$ cat config.mk
export PLATFORM = sky130hd
export DESIGN_NAME = conv33_ch_acc_flat
export DESIGN_NICKNAME = d
export VERILOG_FILES = /design/src/rtl/conv_pkg.sv /design/src/rtl/conv33_ch_acc_if.sv /design/src/rtl/conv33_requant.sv /design/src/rtl/conv33_ch_acc.sv /design/src/flat_wrapper.sv
export SDC_FILE = /design/constraint.sdc
export NUM_CORES = 2
export LEC_CHECK = 0
export BUFFER_PORTS_ARGS = -buffer_cell sky130_fd_sc_hd__buf_4
export CAP_MARGIN = 40
export CORE_UTILIZATION = 25
export DETAILED_ROUTE_END_ITERATION = 8
export GPL_TIMING_DRIVEN = 0
export PLACE_DENSITY = 0.36
export SYNTH_ARGS = -nofsm -noshare
export SYNTH_HDL_FRONTEND = slang
export SYNTH_SLANG_ARGS = --single-unit
$ cat constraint.sdc
create_clock -name clk -period 9.3 [get_ports clk]
set_clock_uncertainty 0.1 [all_clocks]
set_input_delay 1.395 -clock clk [delete_from_list [all_inputs] [get_ports clk]]
set_output_delay 1.395 -clock clk [all_outputs]
set_load 0.01 [all_outputs]
$ cat src/rtl/conv_pkg.sv
// rtl/conv_pkg.sv - shared widths, latency and saturation helper for the conv engines
package conv_pkg;

    localparam int DEF_DATA_WIDTH  = 8;
    localparam int DEF_IN_CH       = 16;
    localparam int DEF_ACC_WIDTH   = 32;
    localparam int DEF_BIAS_WIDTH  = 32;
    localparam int DEF_SCALE_WIDTH = 16;
    localparam int DEF_OUT_WIDTH   = 8;

    localparam int CONV33_LAT = 5;
    localparam int K33        = 9;

    // Clamp a signed value into the range of a signed field of the given width.
    function automatic logic signed [63:0] sat_signed(input logic signed [63:0] value,
                                                      input int unsigned width);
        logic signed [63:0] hi;
        logic signed [63:0] lo;
        hi = (64'sd1 <<< (width - 1)) - 64'sd1;
        lo = -(64'sd1 <<< (width - 1));
        if (value > hi) return hi;
        if (value < lo) return lo;
        return value;
    endfunction

endpackage

$ cat src/rtl/conv33_ch_acc_if.sv
// rtl/conv33_ch_acc_if.sv - beat/sideband inputs and pixel output of the 3x3 channel accumulator
interface conv33_ch_acc_if #(
    parameter int DATA_WIDTH  = conv_pkg::DEF_DATA_WIDTH,
    parameter int IN_CH       = conv_pkg::DEF_IN_CH,
    parameter int BIAS_WIDTH  = conv_pkg::DEF_BIAS_WIDTH,
    parameter int SCALE_WIDTH = conv_pkg::DEF_SCALE_WIDTH,
    parameter int OUT_WIDTH   = conv_pkg::DEF_OUT_WIDTH
);
    localparam int CW = $clog2(IN_CH) + 1;

    logic                              clear;
    logic                              in_valid;
    logic [conv_pkg::K33*DATA_WIDTH-1:0] window;
    logic [conv_pkg::K33*DATA_WIDTH-1:0] weights;
    logic signed [BIAS_WIDTH-1:0]      bias;
    logic signed [SCALE_WIDTH-1:0]     scale;
    logic [5:0]                        shift;
    logic                              relu_en;
    logic [CW-1:0]                     ch_idx;
    logic                              out_valid;
    logic signed [OUT_WIDTH-1:0]       result;

    modport master (
        output clear, in_valid, window, weights, bias, scale, shift, relu_en,
        input  ch_idx, out_valid, result
    );

    modport slave (
        input  clear, in_valid, window, weights, bias, scale, shift, relu_en,
        output ch_idx, out_valid, result
    );
endinterface

$ cat src/rtl/conv33_requant.sv
// rtl/conv33_requant.sv - scale multiply, round-half-up shift, ReLU and saturate with valid pipeline
module conv33_requant
    import conv_pkg::*;
#(
    parameter int ACC_WIDTH   = DEF_ACC_WIDTH,
    parameter int SCALE_WIDTH = DEF_SCALE_WIDTH,
    parameter int OUT_WIDTH   = DEF_OUT_WIDTH
) (
    input  logic                          clk,
    input  logic                          rst,
    input  logic                          in_valid,
    input  logic signed [ACC_WIDTH-1:0]   in_value,
    input  logic signed [SCALE_WIDTH-1:0] scale,
    input  logic [5:0]                    shift,
    input  logic                          relu_en,
    output logic                          out_valid,
    output logic signed [OUT_WIDTH-1:0]   result
);
    localparam int PW = ACC_WIDTH + SCALE_WIDTH;

    logic signed [PW-1:0]        prod_q, prod_d;
    logic                        va_q, va_d, relu_a_q, relu_a_d;
    logic [5:0]                  shift_a_q, shift_a_d;
    logic signed [PW:0]          rnd_q, rnd_d, rnd_add, pre_shift, relu_val;
    logic                        vb_q, vb_d, relu_b_q, relu_b_d;
    logic                        out_valid_q, out_valid_d;
    logic signed [OUT_WIDTH-1:0] result_q, result_d;
    logic signed [63:0]          sat_val;

    always_comb begin
        prod_d    = PW'(in_value) * PW'(scale);
        va_d      = in_valid;
        shift_a_d = shift;
        relu_a_d  = relu_en;

        // One extra bit of headroom so the rounding add cannot wrap.
        rnd_add   = (shift_a_q != 6'd0) ? ((PW+1)'(1) << (shift_a_q - 6'd1)) : '0;
        pre_shift = (PW+1)'(prod_q) + rnd_add;
        rnd_d     = pre_shift >>> shift_a_q;
        vb_d      = va_q;
        relu_b_d  = relu_a_q;

        relu_val    = (relu_b_q && rnd_q[PW]) ? '0 : rnd_q;
        sat_val     = sat_signed(64'(relu_val), OUT_WIDTH);
        out_valid_d = vb_q;
        result_d    = vb_q ? sat_val[OUT_WIDTH-1:0] : result_q;
    end

    always_ff @(posedge clk) begin
        if (rst) begin
            prod_q      <= '0;
            va_q        <= 1'b0;
            shift_a_q   <= '0;
            relu_a_q    <= 1'b0;
            rnd_q       <= '0;
            vb_q        <= 1'b0;
            relu_b_q    <= 1'b0;
            out_valid_q <= 1'b0;
            result_q    <= '0;
        end else begin
            prod_q      <= prod_d;
            va_q        <= va_d;
            shift_a_q   <= shift_a_d;
            relu_a_q    <= relu_a_d;
            rnd_q       <= rnd_d;
            vb_q        <= vb_d;
            relu_b_q    <= relu_b_d;
            out_valid_q <= out_valid_d;
            result_q    <= result_d;
        end
    end

    assign out_valid = out_valid_q;
    assign result    = result_q;
endmodule

$ cat src/rtl/conv33_ch_acc.sv
// rtl/conv33_ch_acc.sv - multi-channel 3x3 conv: products, adder tree, channel accumulate, bias, requant
module conv33_ch_acc
    import conv_pkg::*;
#(
    parameter int DATA_WIDTH  = DEF_DATA_WIDTH,
    parameter int IN_CH       = DEF_IN_CH,
    parameter int ACC_WIDTH   = DEF_ACC_WIDTH,
    parameter int BIAS_WIDTH  = DEF_BIAS_WIDTH,
    parameter int SCALE_WIDTH = DEF_SCALE_WIDTH,
    parameter int OUT_WIDTH   = DEF_OUT_WIDTH
) (
    input  logic           clk,
    input  logic           rst,
    conv33_ch_acc_if.slave bus
);
    localparam int PW  = 2 * DATA_WIDTH;
    localparam int TW  = 2 * DATA_WIDTH + 4;
    localparam int CW  = $clog2(IN_CH) + 1;
    localparam int SBW = BIAS_WIDTH + SCALE_WIDTH + 7;
    localparam logic [CW-1:0] LAST_CH = CW'(IN_CH - 1);

    logic [CW-1:0]                ch_idx_q, ch_idx_d, ch_eff;
    logic                         last_in;
    logic signed [PW-1:0]         prod_q [K33];
    logic signed [PW-1:0]         prod_d [K33];
    logic                         v1_q, v1_d, last1_q, last1_d;
    logic                         v2_q, v2_d, last2_q, last2_d;
    logic [SBW-1:0]               sb_in, sb1_q, sb1_d, sb2_q, sb2_d, sb3_q, sb3_d;
    logic signed [TW-1:0]         sum_q, sum_d;
    logic signed [BIAS_WIDTH-1:0] bias2;
    logic signed [ACC_WIDTH-1:0]  acc_q, acc_d, acc_plus, s_q, s_d;
    logic                         s_valid_q, s_valid_d;

    always_comb begin
        // A clear in the same cycle as a beat makes that beat channel 0.
        ch_eff   = bus.clear ? '0 : ch_idx_q;
        last_in  = (ch_eff == LAST_CH);
        ch_idx_d = ch_eff;
        if (bus.in_valid) ch_idx_d = last_in ? '0 : ch_eff + CW'(1);

        sb_in = {bus.bias, bus.scale, bus.shift, bus.relu_en};
        for (int k = 0; k < K33; k++) begin
            prod_d[k] = PW'($signed(bus.window[k*DATA_WIDTH +: DATA_WIDTH]))
                      * PW'($signed(bus.weights[k*DATA_WIDTH +: DATA_WIDTH]));
        end
        v1_d    = bus.in_valid;
        last1_d = bus.in_valid && last_in;
        sb1_d   = (bus.in_valid && last_in) ? sb_in : sb1_q;

        sum_d = '0;
        for (int k = 0; k < K33; k++) sum_d = sum_d + TW'(prod_q[k]);
        v2_d    = v1_q && !bus.clear;
        last2_d = last1_q;
        sb2_d   = sb1_q;

        bias2     = $signed(sb2_q[SBW-1 -: BIAS_WIDTH]);
        acc_plus  = acc_q + ACC_WIDTH'(sum_q);
        acc_d     = acc_q;
        s_d       = s_q;
        s_valid_d = 1'b0;
        sb3_d     = sb3_q;
        if (bus.clear) begin
            acc_d = '0;
        end else if (v2_q) begin
            if (last2_q) begin
                acc_d     = '0;
                s_d       = acc_plus + ACC_WIDTH'(bias2);
                s_valid_d = 1'b1;
                sb3_d     = sb2_q;
            end else begin
                acc_d = acc_plus;
            end
        end
    end

    always_ff @(posedge clk) begin
        if (rst) begin
            ch_idx_q  <= '0;
            prod_q    <= '{default: '0};
            v1_q      <= 1'b0;
            last1_q   <= 1'b0;
            sb1_q     <= '0;
            sum_q     <= '0;
            v2_q      <= 1'b0;
            last2_q   <= 1'b0;
            sb2_q     <= '0;
            acc_q     <= '0;
            s_q       <= '0;
            s_valid_q <= 1'b0;
            sb3_q     <= '0;
        end else begin
            ch_idx_q  <= ch_idx_d;
            prod_q    <= prod_d;
            v1_q      <= v1_d;
            last1_q   <= last1_d;
            sb1_q     <= sb1_d;
            sum_q     <= sum_d;
            v2_q      <= v2_d;
            last2_q   <= last2_d;
            sb2_q     <= sb2_d;
            acc_q     <= acc_d;
            s_q       <= s_d;
            s_valid_q <= s_valid_d;
            sb3_q     <= sb3_d;
        end
    end

    assign bus.ch_idx = ch_idx_q;

    conv33_requant #(
        .ACC_WIDTH  (ACC_WIDTH),
        .SCALE_WIDTH(SCALE_WIDTH),
        .OUT_WIDTH  (OUT_WIDTH)
    ) u_requant (
        .clk      (clk),
        .rst      (rst),
        .in_valid (s_valid_q),
        .in_value (s_q),
        .scale    ($signed(sb3_q[7 +: SCALE_WIDTH])),
        .shift    (sb3_q[6:1]),
        .relu_en  (sb3_q[0]),
        .out_valid(bus.out_valid),
        .result   (bus.result)
    );
endmodule

$ cat src/flat_wrapper.sv
// flat-port wrapper written by rule: the top's interface ports become plain ports
module conv33_ch_acc_flat import conv_pkg::*;
#(
    parameter int DATA_WIDTH  = DEF_DATA_WIDTH,
    parameter int IN_CH       = DEF_IN_CH,
    parameter int ACC_WIDTH   = DEF_ACC_WIDTH,
    parameter int BIAS_WIDTH  = DEF_BIAS_WIDTH,
    parameter int SCALE_WIDTH = DEF_SCALE_WIDTH,
    parameter int OUT_WIDTH   = DEF_OUT_WIDTH
)
  (clk, rst, bus_clear, bus_in_valid, bus_window, bus_weights, bus_bias, bus_scale, bus_shift, bus_relu_en, bus_ch_idx, bus_out_valid, bus_result);
  conv33_ch_acc_if #(.DATA_WIDTH(DATA_WIDTH), .IN_CH(IN_CH), .BIAS_WIDTH(BIAS_WIDTH), .SCALE_WIDTH(SCALE_WIDTH), .OUT_WIDTH(OUT_WIDTH)) bus_i ();
  input  logic clk;
  input  logic rst;
  input wire logic [$bits(bus_i.clear)-1:0] bus_clear;
  input wire logic [$bits(bus_i.in_valid)-1:0] bus_in_valid;
  input wire logic [$bits(bus_i.window)-1:0] bus_window;
  input wire logic [$bits(bus_i.weights)-1:0] bus_weights;
  input wire logic [$bits(bus_i.bias)-1:0] bus_bias;
  input wire logic [$bits(bus_i.scale)-1:0] bus_scale;
  input wire logic [$bits(bus_i.shift)-1:0] bus_shift;
  input wire logic [$bits(bus_i.relu_en)-1:0] bus_relu_en;
  output wire logic [$bits(bus_i.ch_idx)-1:0] bus_ch_idx;
  output wire logic [$bits(bus_i.out_valid)-1:0] bus_out_valid;
  output wire logic [$bits(bus_i.result)-1:0] bus_result;
  assign bus_i.clear = bus_clear;
  assign bus_i.in_valid = bus_in_valid;
  assign bus_i.window = bus_window;
  assign bus_i.weights = bus_weights;
  assign bus_i.bias = bus_bias;
  assign bus_i.scale = bus_scale;
  assign bus_i.shift = bus_shift;
  assign bus_i.relu_en = bus_relu_en;
  assign bus_ch_idx = bus_i.ch_idx;
  assign bus_out_valid = bus_i.out_valid;
  assign bus_result = bus_i.result;
  conv33_ch_acc #(.DATA_WIDTH(DATA_WIDTH), .IN_CH(IN_CH), .ACC_WIDTH(ACC_WIDTH), .BIAS_WIDTH(BIAS_WIDTH), .SCALE_WIDTH(SCALE_WIDTH), .OUT_WIDTH(OUT_WIDTH)) u_core (.clk(clk), .rst(rst), .bus(bus_i));
endmodule
# Word-level counts from Yosys, hierarchy flattened
# Index checks and enable logic that the tools add are counted.
[word_totals] register_bits=487 inputBits=203 output_inout_bits=14 word_cells=82
[op_classes] addsub=13 n_mul=10 order_cmp=2 eq_ne=1 shifts=2 mux=14 n_bitwise=2 reduce_logical=8
[op_table] operator="$mul 8x8->16" n=9
[op_table] operator="$add 20x16->20" n=6
[op_table] operator="$mux 49" n=2
[op_table] operator="$add 48x49->49" n=1
[op_table] operator="$gt 49x8->1 const B" n=1
[op_table] operator="$lt 49x8->1 const B" n=1
[op_table] operator="$shl 1x6->49 const A" n=1
[op_table] operator="$sshr 49x6->49" n=1
[op_table] operator="$mul 32x16->48" n=1
[op_table] operator="$add 32x20->32" n=1
[op_table] operator="$add 32x32->32" n=1
[op_table] operator="$mux 32" n=1
[op_table] operator="$mux 8" n=4
[op_table] operator="$add 17x16->18" n=1
[op_table] operator="$add 16x16->17" n=1
[op_table] operator="$mux 5" n=3
[op_table] operator="$reduce_bool 6->1" n=1
[op_table] operator="$sub 6x1->6 const B" n=1
[op_table] operator="$add 5x1->5 const B" n=1
[op_table] operator="$eq 5x4->1 const B" n=1
[op_table] operator="$mux 1" n=4
[op_table] operator="$logic_and 1x1->1" n=3
[op_table] operator="$reduce_and 3->1" n=1
[op_table] operator="$reduce_or 3->1" n=1
[op_table] operator="other kinds (3)" n=4

# Longest topological paths before layout
[logic_depth] depth_word=8 depth_mapped=31 mapped_depth_nobuf=31

# Modules after synthesis
# From an unflattened synthesis, not the netlist that was laid out.
[hier_totals] cells_unflattened=7821 area_unflattened_um2=67639.9
[by_module_without_submodules] module="conv33_ch_acc" instances=1 cells_per_inst=4359 area_per_inst_um2=39258.9 seq_area_each_um2=7427.1
[by_module_without_submodules] module="conv33_requant" instances=1 cells_per_inst=3462 area_per_inst_um2=28381.0 seq_area_each_um2=2322.2

# Worst setup path after synthesis
# Ideal clock, no wire load.
[synth_path] kind="reg2reg" from="register u_core.s_q[9]" to="register u_core.u_requant.prod_q[47]" setup_time_ns=0.115 t_arrival_ns=6.347 required_time_ns=9.085 path_slack_ns=2.739 path_stages_with_launch=26 path_buffers=2 period_less_slack_ns=6.561 cell_sequence="dfxtp_1 -> clkbuf_1 -> clkbuf_1 -> nand2_1 -> fa_1 -> inv_1 -> fa_1 -> inv_1 -> fa_1 -> fa_1 -> inv_1 -> fa_1 -> fa_1 -> ha_1 -> and3_1 -> a31oi_1 -> nor3b_1 -> nor3_1 -> o31a_1 -> o2111ai_1 -> a2111oi_0 -> o21ai_0 -> nand3_1 -> a21boi_0 -> o21a_1 -> o21a_1"
[synth_between] elab_chain_cells=1
[synth_lines] element="from (decl)" line="conv33_ch_acc.sv:31" rtl="logic signed [ACC_WIDTH-1:0] acc_q, acc_d, acc_plus, s_q, s_d;"
[synth_lines] element="from (signal assigned)" line="conv33_ch_acc.sv:88" rtl="s_q <= '0;"
[synth_lines] element="from (signal assigned)" line="conv33_ch_acc.sv:102" rtl="s_q <= s_d;"
[synth_lines] element="$mul 32x16->48" line="conv33_requant.sv:31" rtl="prod_d = PW'(in_value) * PW'(scale);"
[synth_lines] element="to (signal assigned)" line="conv33_requant.sv:61" rtl="prod_q <= prod_d;"
[synth_lines] element="to (decl)" line="conv33_requant.sv:21" rtl="logic signed [PW-1:0] prod_q, prod_d;"
# Every way passes these cells.
# A chain may end at the register's enable or synchronous reset.

# Worst setup path after layout
# Ends and elaborated chain as after synthesis.

==> metrics.txt <==
status=completed; crit path launch type=flip-flop; crit path time final=8.41 ns; drt wl/cell=19.8 um; CTS hold repair buffers=0; detailed router's first-iteration violation count=2385; I/O Pins=217; port buffer count=206; worst setup path startpoint=u_core.s_q[9]; ranking of synthesized cells by area=fa_1 (33%), dfxtp_1 (15%), ha_1 (9.9%), inv_1 (7.4%), nand2_1 (5.0%); hold_ws=0.334 ns; CTS H-tree lvls=2; CORE AREA=263000 um2; Hold Path Class=reg2reg; FF+latch count, synth=487; Post-Route WL=226000 um; total track usage=0.172; fmax=119 MHz; final hold violations=0; Yosys warnings=0; Max clock buf depth=3; mean post-synth cell area=8.78 um2; share of cells above drive strength 1=0.0545; worst r2r src=u_core.s_q[9]; simple-gate share of the synthesized area=0.175; Rows=188; end point of the critical path=u_core.u_requant.prod_q[47]; post-synthesis sequential area ratio=0.147; proportion of synthesized area in mux cells=0.0123; clk sinks=487; Die W=517 um; largest net degree at the start of global routing=16; die area=267000 um2; DR pass1 iterations=6; vias per cell=4.50; crit end category=flip-flop; RSZ-0062 raised after global routing=false; Synth Area in Adders=0.428; DR DRC count=0; number of synthesized flops with an enable pin=0; xor/xnor share of the synthesized area=0.0417; crit path DAT=8.90 ns; Root Driver=clkbuf_16; peak supply drop=0.720 mV; Top FF cell, synth=dfxtp_1; main combinational cell family by area after synthesis=adder cells; max-cap violations=0; area grow syn2layout=13.1%; Hold Crit Start=u_core.v1_q; initial antenna violation count=13; CTS tree=built; antenna viol nets, final=0; TNS Setup=0 ns; nets=9679; critical path class=reg2reg; post-synth cell types=90; setup bufs post-CTS=0; GR Overflow Total=0; Clock Pin Slew Worst Setup and Hold Paths=0.06 ns; worst-margin pin slew=1.21 ns; async set-or-reset flop fraction in the synthesized netlist=0; Final setup viols=0; vias in the first global route=55824; Via Count=51491; Register-to-Register Path Depth=25; clock insertion delay at the later pin of the skew report=0.72 ns; R2R Setup Slk=0.89 ns; Synth Area in Compound Gates=0.106; Synth Net Count=9367; Design Power=21.1 mW; pwr dens=282 nW/um2; Initial Utilization=0.252; GPL Wtd Cong=0.920; Post-Syn Area=66300 um2; worst flop-to-flop path endpoint=u_core.u_requant.prod_q[47]; CP max FO=10; post-synth top area cell=fa_1; fillers=28654; Gate Count Post-Synth=7552; detailed placement HPWL=195000 um; Worst EP required=9.80 ns; Worst slew margin=0.195; Max Slew Vio Count=0; Final period util=0.904; Leak=34.1 nW; global-route wire length before repair=348000 um; number of CTS-inserted buffers=59; Die Span Y=517 um; post-synth top area share=0.329; post-CTS sizing=0
## critical path, cell delays in order, from the launching register on
cell,delay [ns]
dfxtp_1,0.30
clkbuf_1,0.68
clkbuf_1,0.55
nand2_1,0.15
fa_1,0.56
inv_1,0.07
fa_1,0.55
inv_1,0.06
fa_1,0.48
fa_1,0.56
inv_1,0.06
fa_1,0.50
fa_1,0.45
ha_1,0.36
and3_1,0.26
a31oi_1,0.20
nor3b_1,0.08
nor3_1,0.17
o31a_1,0.27
o2111ai_1,0.22
a2111oi_0,0.61
o21ai_0,0.30
nand3_1,0.20
a21boi_0,0.13
o21a_1,0.18
o21a_1,0.23
## placed cells by master (no fill, tap or decap), types with 210 or more instances in the layout
master,n
xnor2_1,224
buf_4,210
nor2_1,421
dfxtp_1,487
inv_1,1313
a21oi_1,395
fa_1,1089
ha_1,523
and2_1,503
clkbuf_1,248
nand2_1,888
## cells by family after synthesis
| logic type | after synthesis |
|---|---|
| DFF | 487 |
| AOI/OAI and AO/OA | 1099 |
| adders and majority gates | 1612 |
| buffers and inverters | 1589 |
| xor gates and xnor gates | 313 |
| and+or+nand+nor | 2386 |
| muxes | 66 |
## state kept, by name (all words and copies together), names as in the netlist, 8 cells and up
register,flops
u_core.acc_q,32
u_core.prod_q,144
u_core.s_q,32
u_core.sb1_q,55
u_core.sb2_q,55
u_core.sb3_q,23
u_core.sum_q,20
u_core.u_requant.prod_q,48
u_core.u_requant.result,8
u_core.u_requant.rnd_q,49
## per-stage QoR
stage	worst slack, ns	std cells	util	area, um2
detailed placement	0.910	11318	0.277	72800
floorplan	2.74	7552	-	66300
CTS	0.903	11429	0.285	75000
finish	0.892	11435	0.285	75000
global route	0.434	11431	0.285	75000
global placement	0.803	11273	0.275	72200
## synthesized netlist by cell type (all sizes together), types with 33 or more instances
| library cell | n |
|---|---|
| nor2 | 421 |
| a21oi | 399 |
| nand2b | 110 |
| nand2 | 888 |
| ha | 523 |
| mux2i | 43 |
| buf | 33 |
| nand4 | 48 |
| a211oi | 57 |
| a31oi | 34 |
| inv | 1314 |
| nand3 | 50 |
| nor2b | 175 |
| and2 | 503 |
| xnor2 | 225 |
| o21ai | 181 |
| clkbuf | 241 |
| nor3 | 77 |
| a21o | 112 |
| dfxtp | 487 |
| xor2 | 87 |
| fa | 1089 |
| o211ai | 38 |
| o21bai | 62 |
## worst min path at each step
stage	end	slack, ns	depth (start not counted)
2_1_floorplan	u_core.v2_q	0.31	1
6_report	u_core.v2_q	0.33	1
4_1_cts	u_core.u_requant.shift_a_q[3]	0.33	1
3_3_place_gp	u_core.v2_q	0.33	1
5_1_grt	u_core.sb3_q[14]	0.36	2
3_5_place_dp	u_core.v2_q	0.32	1
## power by group
group	switching (mW)	internal [mW]	leakage [nW]	total [mW]
clock	1.04	1.63	1.07	2.67
sequential	0.159	2.47	3.97	2.63
combinational	8.80	7.05	29.1	15.8
## metal layers
| layer | track usage | wire [um] |
|---|---|---|
| met5 | 0 | 13 |
| met4 | 0.0352 | 4610 |
| met3 | 0.0143 | 7350 |
| met2 | 0.322 | 119000 |
| met1 | 0.213 | 95700 |
## cell type report
cell class / instances / area, um2 / share of cell area
Inverter: 1315 / 4940 / 0.0658
Clock buffer: 78 / 1670 / 0.0223
Sequential cell: 487 / 9750 / 0.130
Tap cell: 3515 / 4400 / 0.0586
Buffer: 274 / 1060 / 0.0141
Multi-Input combinational cell: 5476 / 50500 / 0.674
Clock inverter: 33 / 549 / 0.00732
Timing Repair Buffer: 251 / 2080 / 0.0277
Antenna cell: 6 / 15.0 / 0.000200
No activity file was read; power rests on OpenSTA's default activity.
